$ cat src/rtl/nand_sched_pkg.sv
// rtl/nand_sched_pkg.sv - shared types and defaults for the round-robin NAND scheduler
package nand_sched_pkg;

  localparam int N_REQ_DEF = 4;
  localparam int W_DEF     = 1;
  localparam int ID_W      = $clog2(N_REQ_DEF);

  typedef enum logic [1:0] {
    IDLE = 2'd0,
    EXEC = 2'd1,
    DONE = 2'd2
  } state_t;

endpackage

$ cat src/rtl/nand_rr_scheduler_if.sv
// rtl/nand_rr_scheduler_if.sv - requester/result bundle between input decode, scheduler and output mux
interface nand_rr_scheduler_if
  import nand_sched_pkg::*;
#(
  parameter int N_REQ = N_REQ_DEF,
  parameter int W     = W_DEF
);

  localparam int IDW = $clog2(N_REQ);

  logic                 ena;
  logic [N_REQ-1:0]     req;
  logic [N_REQ*W-1:0]   op_a;
  logic [N_REQ*W-1:0]   op_b;
  logic [N_REQ-1:0]     gnt;
  logic                 res_valid;
  logic [IDW-1:0]       res_id;
  logic [W-1:0]         res_data;
  logic                 busy;

  modport master (
    output ena, req, op_a, op_b,
    input  gnt, res_valid, res_id, res_data, busy
  );

  modport slave (
    input  ena, req, op_a, op_b,
    output gnt, res_valid, res_id, res_data, busy
  );

endinterface

$ cat src/rtl/rr_pick.sv
// rtl/rr_pick.sv - combinational round-robin picker: first set req at or after ptr, wrapping
module rr_pick #(
  parameter int  N_REQ = 4,
  localparam int IDW   = $clog2(N_REQ)
) (
  input  logic [N_REQ-1:0] req,
  input  logic [IDW-1:0]   ptr,
  output logic             any,
  output logic [IDW-1:0]   winner
);

  logic [2*N_REQ-1:0] dbl;

  // Upper copy stays fully unmasked, so the lowest surviving bit is the wrapped winner.
  always_comb begin
    dbl    = {req, req} & ({(2*N_REQ){1'b1}} << ptr);
    any    = |req;
    winner = '0;
    for (int i = 2*N_REQ-1; i >= 0; i--) begin
      if (dbl[i]) begin
        winner = IDW'(i % N_REQ);
      end
    end
  end

endmodule

$ cat src/rtl/nand_rr_scheduler.sv
// rtl/nand_rr_scheduler.sv - shares one NAND unit among N_REQ requesters, round-robin, tagged results
module nand_rr_scheduler
  import nand_sched_pkg::*;
#(
  parameter int N_REQ = N_REQ_DEF,
  parameter int W     = W_DEF
) (
  input  logic              clk,
  input  logic              rst_n,
  nand_rr_scheduler_if.slave bus
);

  localparam int IDW = $clog2(N_REQ);

  state_t           state, state_nx;
  logic [IDW-1:0]   ptr, ptr_nx;
  logic [IDW-1:0]   id_q, id_q_nx;
  logic [W-1:0]     a_q, a_q_nx;
  logic [W-1:0]     b_q, b_q_nx;
  logic [N_REQ-1:0] gnt, gnt_nx;
  logic             res_valid, res_valid_nx;
  logic [IDW-1:0]   res_id, res_id_nx;
  logic [W-1:0]     res_data, res_data_nx;
  logic             pick_any;
  logic [IDW-1:0]   pick_id;

  rr_pick #(.N_REQ(N_REQ)) u_pick (
    .req    (bus.req),
    .ptr    (ptr),
    .any    (pick_any),
    .winner (pick_id)
  );

  always_comb begin
    state_nx     = state;
    ptr_nx       = ptr;
    id_q_nx      = id_q;
    a_q_nx       = a_q;
    b_q_nx       = b_q;
    gnt_nx       = gnt;
    res_valid_nx = res_valid;
    res_id_nx    = res_id;
    res_data_nx  = res_data;
    case (state)
      IDLE: begin
        gnt_nx       = '0;
        res_valid_nx = 1'b0;
        if (pick_any) begin
          gnt_nx[pick_id] = 1'b1;
          a_q_nx          = bus.op_a[pick_id*W +: W];
          b_q_nx          = bus.op_b[pick_id*W +: W];
          id_q_nx         = pick_id;
          state_nx        = EXEC;
        end
      end
      EXEC: begin
        // Result registers load here so res_valid/res_data/res_id appear together in DONE.
        gnt_nx       = '0;
        res_data_nx  = ~(a_q & b_q);
        res_id_nx    = id_q;
        res_valid_nx = 1'b1;
        state_nx     = DONE;
      end
      DONE: begin
        gnt_nx       = '0;
        res_valid_nx = 1'b0;
        ptr_nx       = (id_q == IDW'(N_REQ-1)) ? '0 : id_q + IDW'(1);
        state_nx     = IDLE;
      end
      default: begin
        gnt_nx       = '0;
        res_valid_nx = 1'b0;
        state_nx     = IDLE;
      end
    endcase
  end

  // ena low freezes everything, which also stretches any pulse already on gnt/res_valid.
  always_ff @(posedge clk) begin
    if (!rst_n) begin
      state     <= IDLE;
      ptr       <= '0;
      id_q      <= '0;
      a_q       <= '0;
      b_q       <= '0;
      gnt       <= '0;
      res_valid <= 1'b0;
      res_id    <= '0;
      res_data  <= '0;
    end else if (bus.ena) begin
      state     <= state_nx;
      ptr       <= ptr_nx;
      id_q      <= id_q_nx;
      a_q       <= a_q_nx;
      b_q       <= b_q_nx;
      gnt       <= gnt_nx;
      res_valid <= res_valid_nx;
      res_id    <= res_id_nx;
      res_data  <= res_data_nx;
    end
  end

  assign bus.gnt       = gnt;
  assign bus.res_valid = res_valid;
  assign bus.res_id    = res_id;
  assign bus.res_data  = res_data;
  assign bus.busy      = (state != IDLE);

endmodule
$ cat src/flat_wrapper.sv
// flat-port wrapper written by rule: the top's interface ports become plain ports
module nand_rr_scheduler_flat import nand_sched_pkg::*;
#(
  parameter int N_REQ = N_REQ_DEF,
  parameter int W     = W_DEF
)
  (clk, rst_n, bus_ena, bus_req, bus_op_a, bus_op_b, bus_gnt, bus_res_valid, bus_res_id, bus_res_data, bus_busy);
  nand_rr_scheduler_if #(.N_REQ(N_REQ), .W(W)) bus_i ();
  input  logic clk;
  input  logic rst_n;
  input wire logic [$bits(bus_i.ena)-1:0] bus_ena;
  input wire logic [$bits(bus_i.req)-1:0] bus_req;
  input wire logic [$bits(bus_i.op_a)-1:0] bus_op_a;
  input wire logic [$bits(bus_i.op_b)-1:0] bus_op_b;
  output wire logic [$bits(bus_i.gnt)-1:0] bus_gnt;
  output wire logic [$bits(bus_i.res_valid)-1:0] bus_res_valid;
  output wire logic [$bits(bus_i.res_id)-1:0] bus_res_id;
  output wire logic [$bits(bus_i.res_data)-1:0] bus_res_data;
  output wire logic [$bits(bus_i.busy)-1:0] bus_busy;
  assign bus_i.ena = bus_ena;
  assign bus_i.req = bus_req;
  assign bus_i.op_a = bus_op_a;
  assign bus_i.op_b = bus_op_b;
  assign bus_gnt = bus_i.gnt;
  assign bus_res_valid = bus_i.res_valid;
  assign bus_res_id = bus_i.res_id;
  assign bus_res_data = bus_i.res_data;
  assign bus_busy = bus_i.busy;
  nand_rr_scheduler #(.N_REQ(N_REQ), .W(W)) u_core (.clk(clk), .rst_n(rst_n), .bus(bus_i));
endmodule
$ cat config.mk
export PLATFORM = sky130hd
export DESIGN_NAME = nand_rr_scheduler_flat
export DESIGN_NICKNAME = d
export VERILOG_FILES = /design/src/rtl/nand_sched_pkg.sv /design/src/rtl/nand_rr_scheduler_if.sv /design/src/rtl/rr_pick.sv /design/src/rtl/nand_rr_scheduler.sv /design/src/flat_wrapper.sv
export SDC_FILE = /design/constraint.sdc
export NUM_CORES = 1
export LEC_CHECK = 0
export ABC_AREA = 0
export CORE_UTILIZATION = 48
export DETAILED_ROUTE_END_ITERATION = 10
export GPL_ROUTABILITY_DRIVEN = 0
export MAX_ROUTING_LAYER = met4
export PLACE_DENSITY = 0.93
export SLEW_MARGIN = 40
export SYNTH_ARGS = -nofsm -noshare
export SYNTH_HDL_FRONTEND = slang
export SYNTH_HIERARCHICAL = 1
export SYNTH_SLANG_ARGS = --single-unit
$ cat constraint.sdc
create_clock -name clk -period 4.9 [get_ports clk]
set_clock_uncertainty 0.2 [all_clocks]
set_input_delay 0.98 -clock clk [delete_from_list [all_inputs] [get_ports clk]]
set_output_delay 0.98 -clock clk [all_outputs]
set_load 0.03 [all_outputs]
Word-level counts from Yosys, hierarchy flattened. Cells that the tools add are included.

$add $sub $neg: 1. Multipliers: 0. Divide/modulo/power cells: 0. Magnitude comparators: 2. Equal/unequal tests: 4. Shifts and indexed selects: 3. Mux-type cells: 16. Bitwise operators: 3. Reductions and logical operators: 8.

Operators with widths (count): 2-bit 2-to-1 mux (10); 8-bit AND (1); 4-bit 2-to-1 mux (2); 4-bit by 3-bit indexed part select with 1-bit output (2); 8-bit by 2-bit left shift with 8-bit output (first input constant) (1); 2-bit AND reduction (3); 2-bit == test (second input constant) (2); 2-bit case mux with 2 select lines (1); 4-bit OR reduction (1); 2-bit by 3-bit less-than comparator with 1-bit output (second input constant) (1); 3-bit AND reduction (1); 2-bit by 1-bit adder with 2-bit output (second input constant) (1); 1-bit demux with 2-bit select (1); 2-bit by 1-bit == test with 1-bit output (second input constant) (1); 2-bit by 1-bit >= comparator with 1-bit output (second input constant) (1); 2-bit logical NOT (1); 1-bit 2-to-1 mux (2); 2-bit by 1-bit inequality test with 1-bit output (second input constant) (1); 2-bit nonzero test (1); 1-bit AND (1); 1-bit logical AND (1); 1-bit NOT (1).

Register bits: 16. Latch bits: 0. RAM bits: 0. ROM bits: 0. Input bits: 15. Output and inout port bits: 9. Logic and storage cells: 46. Memories kept: 0.

Longest topological paths before layout. Gate-level depths: netlist (run 1).

Depth after elaboration: 16. Gate-level depth with buffers: 7.

Hierarchy. Netlist (run 1), hierarchy kept.

By module, submodules not included: nand_rr_scheduler (instances 1, cells an instance 66, area each 701.9 um^2, seq. area each 320.3 um^2); rr_pick (instances 1, cells an instance 12, area each 77.6 um^2, seq. area each 0.0 um^2).

Least setup slack after synthesis (run 1). OpenSTA, ideal clock, no wires.

Kind: input to register. Start point: input bus_req[3]. End point: register u_core.a_q. Library setup time: 0.121 ns. Arrival time: 2.231 ns. Required time: 4.579 ns. Slack: 2.348 ns. Cell stages on the path: 7. Cell sequence: inv_1 a22o_1 a211oi_2 buf_6 mux4_1 nand3_1 o21ai_0.

Word-level cells in the longest chain between the ends: 10. Elaborated cells on any way between the ends: 12. Classes of those cells: 1 x shift; 8 x mux; 1 x bitwise; 2 x reduce/logical.

RTL lines: start, declared (RTL line flat_wrapper.sv:12) `input wire logic [$bits(bus_i.req)-1:0] bus_req;`; 8-bit AND (*) (RTL line rr_pick.sv:16) `dbl = {req, req} & ({(2*N_REQ){1'b1}} << ptr);`; 2-bit 2-to-1 mux (4 in a row) (RTL line rr_pick.sv:20) `if (dbl[i]) begin`; 2-bit 2-to-1 mux (*) (4 in a row) (RTL line rr_pick.sv:20); net u_core.pick_id[0] (RTL line nand_rr_scheduler.sv:25) `logic [IDW-1:0] pick_id;`; 4-bit by 3-bit indexed part select with 1-bit output (*) (RTL line nand_rr_scheduler.sv:50) `a_q_nx = bus.op_a[pick_id*W +: W];`; end signal, assigned (RTL line nand_rr_scheduler.sv:94) `a_q <= a_q_nx;`; end, declared (RTL line nand_rr_scheduler.sv:18) `logic [W-1:0] a_q, a_q_nx;`.

Mark *: on every way through the listed nets, which the timed path passes. The rest lies on a longest branch. A chain may end at the register's enable or synchronous reset.

Worst setup path after layout (run 1).
Start point: input bus_req[3]. End point: register u_core.b_q.

Word-level cells in the longest chain between the ends: 10. Elaborated cells on any way between the ends: 12. Classes of those cells: 1 x shift; 8 x mux; 1 x bitwise; 2 x reduce/logical.

RTL lines: 8-bit AND (*) (RTL line rr_pick.sv:16); 2-bit 2-to-1 mux (4 in a row) (RTL line rr_pick.sv:20); 2-bit 2-to-1 mux (*) (4 in a row) (RTL line rr_pick.sv:20); net u_core.pick_id[0] (RTL line nand_rr_scheduler.sv:25); 4-bit by 3-bit indexed part select with 1-bit output (*) (RTL line nand_rr_scheduler.sv:51) `b_q_nx = bus.op_b[pick_id*W +: W];`; end signal, assigned (RTL line nand_rr_scheduler.sv:95) `b_q <= b_q_nx;`; end, declared (RTL line nand_rr_scheduler.sv:19) `logic [W-1:0] b_q, b_q_nx;`.

Marked as above.

==> metrics.cfg, run 1 <==
[run]
maxCapViolations = 0

[power_and_ir_drop]
swShare_pct = 25.3
comb_power_share_pct = 20.6
max-vdd-ir-drop_v = 0.000207
switchingPower_w = 0.0000654
p_per_area_nw_per_um2 = 251
p_leak_nw = 0.384
p_int_w = 0.000193
p_seq_share_pct = 54.1
pwr-share-clk_pct = 25.3

[setup_path]
crit_path_end = u_core/b_q$_SDFFE_PN0P_
r2r_start = u_core/ptr[0]$_SDFFE_PN0P_
r2r_cells = 6
reg2reg_slack_ps = 2600
required_ps = 4870
crit_fanout = 7
crit_start = bus_req[3]
cp.arrival_ps = 3080
rr_endpoint = u_core/b_q$_SDFFE_PN0P_
start_kind = input pin
path_class = in -> reg
worstSetupEndpointType = flip-flop

[layout]
layout_common_cells = clkdlybuf4s50_1 (23), dfxtp_1 (16), nor2b_1 (9)
utilization_pct = 68.4
antenna_cells = 0
final_common_cell = clkdlybuf4s50_1
finalNetCount = 119
syn_to_final_growth_pct = 32.3
nFillCells = 123
drive_gt1_share_pct = 6.93

[yosys]
async_flop_share_pct = 0
ys_ff_latch = 16
syn_inst = 78
syn_nets = 94
syn_area_sq_um = 779
yosysWarnings = 6
synth-main-ff-cell = dfxtp_1
seq_area_frac_synth_pct = 41.1
synth_edf_count = 0
yosysUniqueCellTypes = 26
syn_avg_cell_area_sq_um = 9.99

[sta]
slew_viol_final = 0
slew_headroom_pct = 65.5
fin_ws_ps = 1790
period_minus_slack_ps = 3110
setup_viol = 0
setup_tns_ps = 0
fin_crit_sh_pct = 63.5
max_freq_ghz = 0.321
rsz0062_at_grt = no
tightestPinTransition_ps = 516
hold_violations = 0

[floorplanning]
fp.dieW_um = 42.3
die_y_um = 42.3
core_sq_um = 1510
row_count = 14
initial_utilization_pct = 51.7
ioPinCount = 24
die_area_sq_um = 1790

[run_status]
status = completed

[detailed_routing]
first_iter_violations = 5
wl_per_cell_um = 13.7
detail-route-antenna-nets = 0
drc = 0
finalWirelength_um = 1600
firstDrtPassIters = 4
vias = 658
via_per_inst = 5.62

[cts]
cts_repair_resize_count = 0
cts.clk_slew.worst_paths_ps = 80
htreeDepth = 1
root_buffer = clkbuf_4
cts_tree = done
cts_setup_buffers = 0
clk_path_buf_depth = 2
clkLatencyLatePin_ps = 280
numCtsBuffers = 3
clock_sinks = 16
cts_hold_buf = 0

[grt]
grt_overflow = 0
grt_pass1_vias = 611
antenna_found_initial = 0
grt_pass1_wl_um = 2730
grtUsageTotal_pct = 22.1
grt_max_degree = 19

[place]
port_buffers = 23
dpl_worst_slack_ps = 1500
dp_hpwl_um = 1250

[hold_path]
worstHoldPathType = reg -> reg

## metrics by stage
stage / std cells / hold WS [ps] / power (W) / cell area [sq um]
after floorplan: 78 / 236 / 0.000175 / 779
after global placement: 114 / 251 / 0.000194 / 1000
after detailed placement: 114 / 259 / 0.000196 / 1000
after CTS: 117 / 269 / 0.000261 / 1030
after global routing: 117 / 303 / 0.000274 / 1030
final: 117 / 267 / 0.000258 / 1030
## layout make-up
class	count	area [sq um]	area share, %
multi-input combinational	55	423	41.0
inverter	4	15.0	1.46
sequential	16	320	31.1
tap	16	20.0	1.94
timing repair buffer	23	230	22.3
clock buffer	3	22.5	2.18
## Yosys cell counts (2+ instances only)
library cell | count | area, sq um
dfxtp_1 | 16 | 320
nor2b_1 | 9 | 56.3
nand2_1 | 7 | 26.3
a21boi_0 | 5 | 37.5
mux2i_1 | 5 | 50.1
inv_1 | 4 | 15.0
a21oi_1 | 3 | 15.0
nand3_1 | 3 | 15.0
nand3b_1 | 3 | 22.5
o21ai_0 | 3 | 15.0
a32oi_1 | 2 | 17.5
buf_6 | 2 | 22.5
mux4_1 | 2 | 52.6
nor3b_1 | 2 | 15.0
## critical path, cell delays in order
cell             delay, ps
clkdlybuf4s50_1        540
inv_1                   50
a22o_1                 200
a211oi_2               490
mux4_1                 620
nand3_1                100
o21ai_0                100
## power by group through the flow
stage / clock network (W) / logic [W] / registers [W]
6_report: 0.0000653 / 0.0000533 / 0.000140
5_1_grt: 0.0000765 / 0.0000573 / 0.000141
4_1_cts: 0.0000679 / 0.0000528 / 0.000140
3_5_place_dp: 0 / 0.0000527 / 0.000143
3_3_place_gp: 0 / 0.0000511 / 0.000143
2_1_floorplan: 0 / 0.0000282 / 0.000146
## flip-flops by register name (all words and copies together), names as in the netlist
register and count:
u_core/a_q 1, u_core/b_q 1, u_core/bus.gnt 4, u_core/bus.res_data 1
u_core/bus.res_id 2, u_core/bus.res_valid 1, u_core/id_q 2, u_core/ptr 2
u_core/state 2
## metal layers
layer | share of wire, % | up-vias | track usage, %
met2 | 54 | 16 | 33.8
li1 | - | 328 | -
met3 | 4.2 | 2 | 8.19
met4 | 1.3 | 0 | 10.6
met5 | 0 | - | -
met1 | 41 | 312 | 25.6
## worst min-delay path by stage
| stage | depth (start not counted) | start | end |
|---|---|---|---|
| after floorplan | 2 | u_core/a_q$_SDFFE_PN0P_ | u_core/a_q$_SDFFE_PN0P_ |
| after detailed placement | 2 | u_core/a_q$_SDFFE_PN0P_ | u_core/a_q$_SDFFE_PN0P_ |
| after global placement | 2 | u_core/b_q$_SDFFE_PN0P_ | u_core/b_q$_SDFFE_PN0P_ |
| after CTS | 2 | u_core/a_q$_SDFFE_PN0P_ | u_core/a_q$_SDFFE_PN0P_ |
| after global routing | 2 | u_core/a_q$_SDFFE_PN0P_ | u_core/a_q$_SDFFE_PN0P_ |
| final | 2 | u_core/bus.res_data$_SDFFE_PN0P_ | u_core/bus.res_data$_SDFFE_PN0P_ |
## kinds of logic after synthesis
logic type / synth area share (%)
fa+ha+maj: 1.60
compound gates: 16.5
simple gates: 22.3
mux: 13.2
flops: 41.1
buf+inv: 5.30
No activity file was read; power rests on OpenSTA's default activity.
==> inputs of run 2 (changes only) <==
- CORE_UTILIZATION: 48 -> 40
- PLACE_DENSITY: 0.93 -> 0.84
- clock period: 4.9 -> 2.7 ns (I/O delays scaled with it)
==> run 2 against run 1 <==
Sequential share of layout area fell by 1.2 points; register-to-register slack worse by 2000 ps; largest cell class unchanged; largest power group unchanged; highest routed layer unchanged; critical endpoint unchanged; final cell count rose by 11%; die area up 19%; combinational power up 89%.
==> metrics.cfg, run 2 (synthesis gave the netlist of run 1 again) <==
[floorplanning]
initial_utilization_pct = 43.7  ; was 51.7%
die_y_um = 46.1  ; was 42.3 um
core_sq_um = 1780  ; was 1510 sq um
die_area_sq_um = 2130  ; was 1790 sq um
row_count = 15  ; was 14
fp.dieW_um = 46.1  ; was 42.3 um
ioPinCount = 24  ; unchanged

[detailed_routing]
wl_met2_um = 856  ; was 857 um
met3_length_um = 102  ; was 68 um
detail-route-antenna-nets = 0  ; unchanged
highest_layer = met4  ; unchanged
via_per_inst = 5.12  ; was 5.62
vias = 665  ; was 658
wl_per_cell_um = 12.7  ; was 13.7 um
wirelength_met1_um = 659  ; was 655 um
first_iter_violations = 5  ; unchanged
drc = 0  ; unchanged
finalWirelength_um = 1650  ; was 1600 um
firstDrtPassIters = 4  ; unchanged

[cts]
cts_tree = done  ; unchanged
htreeDepth = 1  ; unchanged
clkLatencyLatePin_ps = 290  ; was 280 ps
root_buffer = clkbuf_4  ; unchanged
cts.clk_slew.worst_paths_ps = 100  ; was 80 ps
clock_sinks = 16  ; unchanged
cts_setup_buffers = 0  ; unchanged
cts_repair_resize_count = 0  ; unchanged
clk_path_buf_depth = 2  ; unchanged
cts_hold_buf = 0  ; unchanged
numCtsBuffers = 3  ; unchanged

[sta]
fin_ws_ps = 294  ; was 1790 ps
setup_tns_ps = 0  ; unchanged
whs_ps = 270  ; was 267 ps
period_minus_slack_ps = 2410
rsz0062_at_grt = no  ; unchanged
max_freq_ghz = 0.416
setup_viol = 0  ; unchanged
tightestPinTransition_ps = 503  ; was 516 ps
hold_violations = 0  ; unchanged
slew_viol_final = 0  ; unchanged
fin_crit_sh_pct = 89.1
slew_headroom_pct = 66.4  ; was 65.5%

[layout]
nFillCells = 172  ; was 123
largest_reg_flops = 4  ; unchanged
antenna_cells = 0  ; unchanged
final_common_cell = clkdlybuf4s50_1  ; unchanged
syn_to_final_growth_pct = 37.7  ; was 32.3%
area.sequential_sq_um = 320  ; unchanged
finalNetCount = 122  ; was 119
layout_common_cells = clkdlybuf4s50_1 (23), dfxtp_1 (16), nor2b_1 (9)  ; unchanged
top_register = u_core/bus.gnt  ; unchanged
multi_input_area_sq_um = 418  ; was 423 sq um
drive_gt1_share_pct = 9.52  ; was 6.93%

[setup_path]
worstSetupEndpointType = flip-flop  ; unchanged
cp.arrival_ps = 2380  ; was 3080 ps
critical_path_buf_inv_count = 2  ; unchanged
path_cells = clkdlybuf4s50_1 -> inv_1 -> a22o_1 -> a211oi_2 -> mux4_1 -> nand3_1 -> o21ai_0  ; unchanged
cp_num_cells = 7  ; unchanged
path_class = in -> reg  ; unchanged
slowest_stage = mux4_1  ; unchanged
r2r_start = u_core/ptr[0]$_SDFFE_PN0P_  ; unchanged
cpPeakStageDelay_ps = 610  ; was 620 ps
reg2reg_slack_ps = 560  ; was 2600 ps
crit_path_end = u_core/b_q$_SDFFE_PN0P_  ; unchanged
start_kind = input pin  ; unchanged
crit_fanout = 3  ; was 7
r2r_cells = 6  ; unchanged
rr_endpoint = u_core/b_q$_SDFFE_PN0P_  ; unchanged
crit_start = bus_req[3]  ; unchanged
critical_path.top_delay_family = compound AO/OA/AOI/OAI gates  ; unchanged
required_ps = 2670  ; was 4870 ps

[power_and_ir_drop]
max-vdd-ir-drop_v = 0.000283  ; was 0.000207 V
comb_power_share_pct = 19.8  ; was 20.6%
p_leak_nw = 0.406  ; was 0.384 nW
power_w = 0.000510  ; was 0.000258 W
p_int_w = 0.000384  ; was 0.000193 W
p_seq_share_pct = 49.8  ; was 54.1%
p_per_area_nw_per_um2 = 475  ; was 251 nW/um^2
swShare_pct = 24.7  ; was 25.3%
pwr-share-clk_pct = 30.5  ; was 25.3%
switchingPower_w = 0.000126  ; was 0.0000654 W

[grt]
grt_pass1_vias = 600  ; was 611
grtUsageTotal_pct = 18.4  ; was 22.1%
grt_overflow = 0  ; unchanged
grt_pass1_wl_um = 2570  ; was 2730 um
grt_max_degree = 19  ; unchanged
antenna_found_initial = 0  ; unchanged

[place]
port_buffers = 23  ; unchanged
dpl_worst_slack_ps = -27.9  ; was 1500 ps
dp_hpwl_um = 1280  ; was 1250 um

[run]
maxCapViolations = 0  ; unchanged

[run_status]
status = completed  ; unchanged

[hold_path]
worstHoldPathType = reg -> reg  ; unchanged

[run 2: cell count changes in the layout (fill, tap and decap cells not counted)]
cell	previous run	this run
buf_4	0	3
clkbuf_8	0	1
a211oi_2	2	1
a211oi_1	0	1
[run 2: worst min-delay path, cell delays in order (launching register included)]
cell and delay, ps:
dfxtp_1 320, nand2_1 50, a21boi_0 60
[run 2: final cells by class]
class / count / share of cell area [%]
Timing Repair Buffer: 26 / 23.5
Tap cell: 25 / 2.91
Sequential cell: 16 / 29.8
Inverter: 4 / 1.40
Clock buffer: 4 / 3.38
Multi-Input combinational cell: 55 / 38.9
[run 2: how the worst min path moves through the flow]
stage,from,end,slack (ps),cells after the start
floorplan,u_core/a_q$_SDFFE_PN0P_,u_core/a_q$_SDFFE_PN0P_,240,2
detailed placement,u_core/b_q$_SDFFE_PN0P_,u_core/b_q$_SDFFE_PN0P_,260,2
finish,u_core/bus.res_data$_SDFFE_PN0P_,u_core/bus.res_data$_SDFFE_PN0P_,270,2
global route,u_core/bus.res_data$_SDFFE_PN0P_,u_core/bus.res_data$_SDFFE_PN0P_,300,2
CTS,u_core/bus.res_data$_SDFFE_PN0P_,u_core/bus.res_data$_SDFFE_PN0P_,280,2
global placement,u_core/bus.res_data$_SDFFE_PN0P_,u_core/bus.res_data$_SDFFE_PN0P_,250,2
[run 2: through the flow]
step           cell area (sq um)  cells  util [%]
4_1_cts                     1070    130      60.2
6_report                    1070    130      60.2
5_1_grt                     1070    130      60.2
3_5_place_dp                1040    126      58.2
2_1_floorplan                779     78         -
3_3_place_gp                1040    126      58.2
[run 2: power by group through the flow]
stage | combinational (W) | clock (W) | sequential (W)
global route | 0.000109 | 0.000175 | 0.000255
detailed placement | 0.000101 | 0 | 0.000259
floorplan | 0.0000511 | 0 | 0.000266
CTS | 0.000101 | 0.000160 | 0.000254
global placement | 0.0000968 | 0 | 0.000259
finish | 0.000101 | 0.000155 | 0.000254
[run 2: routing by layer]
layer / track usage [%] / vias up
met5: - / -
met1: 18.9 / 302
met3: 3.53 / 4
met4: 12.4 / 0
met2: 31.5 / 26
li1: - / 333
==> inputs of run 3 (changes only) <==
- CORE_UTILIZATION: 40 -> 44
- PLACE_DENSITY: 0.84 -> 0.87
- clock period: 2.7 -> 2.42 ns (I/O delays scaled with it)
==> run 3 against run 2 <==
Sequential power increased by 11%; utilization increased by 8.6 points; worst setup slack got worse by 240 ps; global-route usage increased by 4.8 points; final cell count decreased by 5.4%; register-to-register slack got worse by 290 ps; non-clock buffer count increased by 2; flip-flop and latch count unchanged; clock power increased by 14%; sequential share of layout area decreased by 0.31 points; combinational power increased by 20%; largest cell class unchanged; largest power group unchanged; highest routed layer unchanged.
==> metrics.cfg, run 3 (synthesis gave the netlist of run 1 again) <==
[layout]
drive_gt1_share_pct = 11.2  ; was 9.52%
largest_reg_flops = 4  ; unchanged
syn_to_final_growth_pct = 39.2  ; was 37.7%
finalNetCount = 124  ; was 122
antenna_cells = 0  ; unchanged
layout_common_cells = clkdlybuf4s50_1 (23), dfxtp_1 (16), nor2b_1 (9)  ; unchanged
nFillCells = 122  ; was 172
top_register = u_core/bus.gnt  ; unchanged
final_common_cell = clkdlybuf4s50_1  ; unchanged
design_area_sq_um = 1080  ; was 1070 sq um

[grt]
grt_pass1_wl_um = 3110  ; was 2570 um
grt_pass1_vias = 682  ; was 600
antenna_found_initial = 0  ; unchanged
grt_overflow = 0  ; unchanged
grt_max_degree = 19  ; unchanged
grtUsageTotal_pct = 23.2  ; was 18.4%

[power_and_ir_drop]
swShare_pct = 25.4  ; was 24.7%
pwr-share-clk_pct = 30.4  ; was 30.5%
max-vdd-ir-drop_v = 0.000363  ; was 0.000283 V
comb_power_share_pct = 20.8  ; was 19.8%
p_leak_nw = 0.417  ; was 0.406 nW
p_int_w = 0.000433  ; was 0.000384 W
p_seq_share_pct = 48.8  ; was 49.8%
p_per_area_nw_per_um2 = 534  ; was 475 nW/um^2
switchingPower_w = 0.000147  ; was 0.000126 W

[detailed_routing]
wl_per_cell_um = 14.7  ; was 12.7 um
via_per_inst = 5.64  ; was 5.12
firstDrtPassIters = 6  ; was 4
vias = 694  ; was 665
first_iter_violations = 17  ; was 5
drc = 0  ; unchanged
detail-route-antenna-nets = 0  ; unchanged
finalWirelength_um = 1800  ; was 1650 um

[cts]
clock_sinks = 16  ; unchanged
cts.clk_slew.worst_paths_ps = 90  ; was 100 ps
cts_tree = done  ; unchanged
clkLatencyLatePin_ps = 290  ; about the same
htreeDepth = 1  ; unchanged
cts_hold_buf = 0  ; unchanged
clk_path_buf_depth = 2  ; unchanged
numCtsBuffers = 3  ; unchanged
root_buffer = clkbuf_4  ; unchanged

[floorplanning]
row_count = 14  ; was 15
fp.dieW_um = 44.1  ; was 46.1 um
core_sq_um = 1580  ; was 1780 sq um
die_area_sq_um = 1940  ; was 2130 sq um
initial_utilization_pct = 49.4  ; was 43.7%
die_y_um = 44.1  ; was 46.1 um
ioPinCount = 24  ; unchanged

[place]
place_area_sq_um = 1030  ; was 1040 sq um
dp_hpwl_um = 1350  ; was 1280 um
port_buffers = 23  ; unchanged

[sta]
whs_ps = 278  ; was 270 ps
slew_headroom_pct = 64.3  ; was 66.4%
slew_viol_final = 0  ; unchanged
rsz0062_at_grt = no  ; unchanged
period_minus_slack_ps = 2370
hold_violations = 0  ; unchanged
tightestPinTransition_ps = 534  ; was 503 ps
max_freq_ghz = 0.423
fin_crit_sh_pct = 97.8
setup_viol = 0  ; unchanged

[setup_path]
path_cells = clkdlybuf4s50_1 -> inv_1 -> a22o_1 -> a211oi_4 -> mux4_1 -> nand3_1 -> o21ai_0  ; was clkdlybuf4s50_1 -> inv_1 -> a22o_1 -> a211oi_2 -> mux4_1 -> nand3_1 -> o21ai_0
cp.arrival_ps = 2340  ; was 2380 ps
crit_start = bus_req[3]  ; unchanged
r2r_start = u_core/ptr[0]$_SDFFE_PN0P_  ; unchanged
path_class = in -> reg  ; unchanged
required_ps = 2400  ; was 2670 ps
start_kind = input pin  ; unchanged
slowest_stage = mux4_1  ; unchanged
cpPeakStageDelay_ps = 610  ; about the same
worstSetupEndpointType = flip-flop  ; unchanged
crit_fanout = 3  ; unchanged

[run_status]
status = completed  ; unchanged

[run]
maxCapViolations = 0  ; unchanged

[hold_path]
min-delay-start = u_core/b_q$_SDFFE_PN0P_  ; was u_core/bus.res_data$_SDFFE_PN0P_
worstHoldPathType = reg -> reg  ; unchanged

==> run 3: changes by cell type in the layout (fill, tap and decap cells not counted) <==
cell,before,now
a211oi_2,1,0
a211oi_4,0,1
buf_4,3,5
==> run 3: worst paths after layout <==
check | to | slack (ps) | cells past startpoint
hold / removal | u_core/b_q$_SDFFE_PN0P_ | 280 | 2
hold reg to reg | u_core/b_q$_SDFFE_PN0P_ | 280 | 2
setup / recovery | u_core/a_q$_SDFFE_PN0P_ | 50 | 7
setup reg to reg | u_core/a_q$_SDFFE_PN0P_ | 270 | 6
==> run 3: power groups by stage <==
stage | Combinational, W | Sequential [W] | Clock [W]
floorplan | 0.0000570 | 0.000297 | 0
global placement | 0.000111 | 0.000289 | 0
detailed placement | 0.000116 | 0.000289 | 0
CTS | 0.000119 | 0.000283 | 0.000183
global route | 0.000129 | 0.000285 | 0.000195
finish | 0.000121 | 0.000283 | 0.000176
==> run 3: routing by layer <==
metal,vias to the layer above,GRT usage [%],part of all wire [%]
met5,-,-,0
met4,0,9.70,1.2
met3,3,7.76,6.3
met2,24,38.5,53
met1,327,25.3,39
li1,340,-,-
==> run 3: critical path: cells and delay by family <==
kind / cells / cell delay [ps]
AOI/OAI and AO/OA: 3 / 600
buffers and inverters: 2 / 530
muxes: 1 / 610
and+or+nand+nor: 1 / 110
==> run 3: layout make-up <==
cell class,count,area (sq um),share of cell area (%)
Sequential cell,16,320,29.5
Inverter,4,15.0,1.38
Tap cell,16,20.0,1.85
Clock buffer,4,36.3,3.34
Multi-Input combinational cell,55,425,39.2
Timing Repair Buffer,28,268,24.7
==> run 3: repair_timing <==
action                                  4_1_cts  5_1_grt
setup buffers                                 0        1
gates resized for setup                       1        0
pin swaps                                     0        1
endpoints found under the setup margin        1        2
==> run 3: through the flow <==
stage	util [%]	power, W	TNS, ps	setup WS (ps)	std cells
2_1_floorplan	-	0.000354	0	364	78
6_report	68.8	0.000580	0	54.4	123
4_1_cts	68.3	0.000584	0	20.3	122
3_5_place_dp	65.6	0.000405	-638	-314	118
5_1_grt	68.8	0.000609	0	2.56	123
3_3_place_gp	65.6	0.000399	-432	-191	118
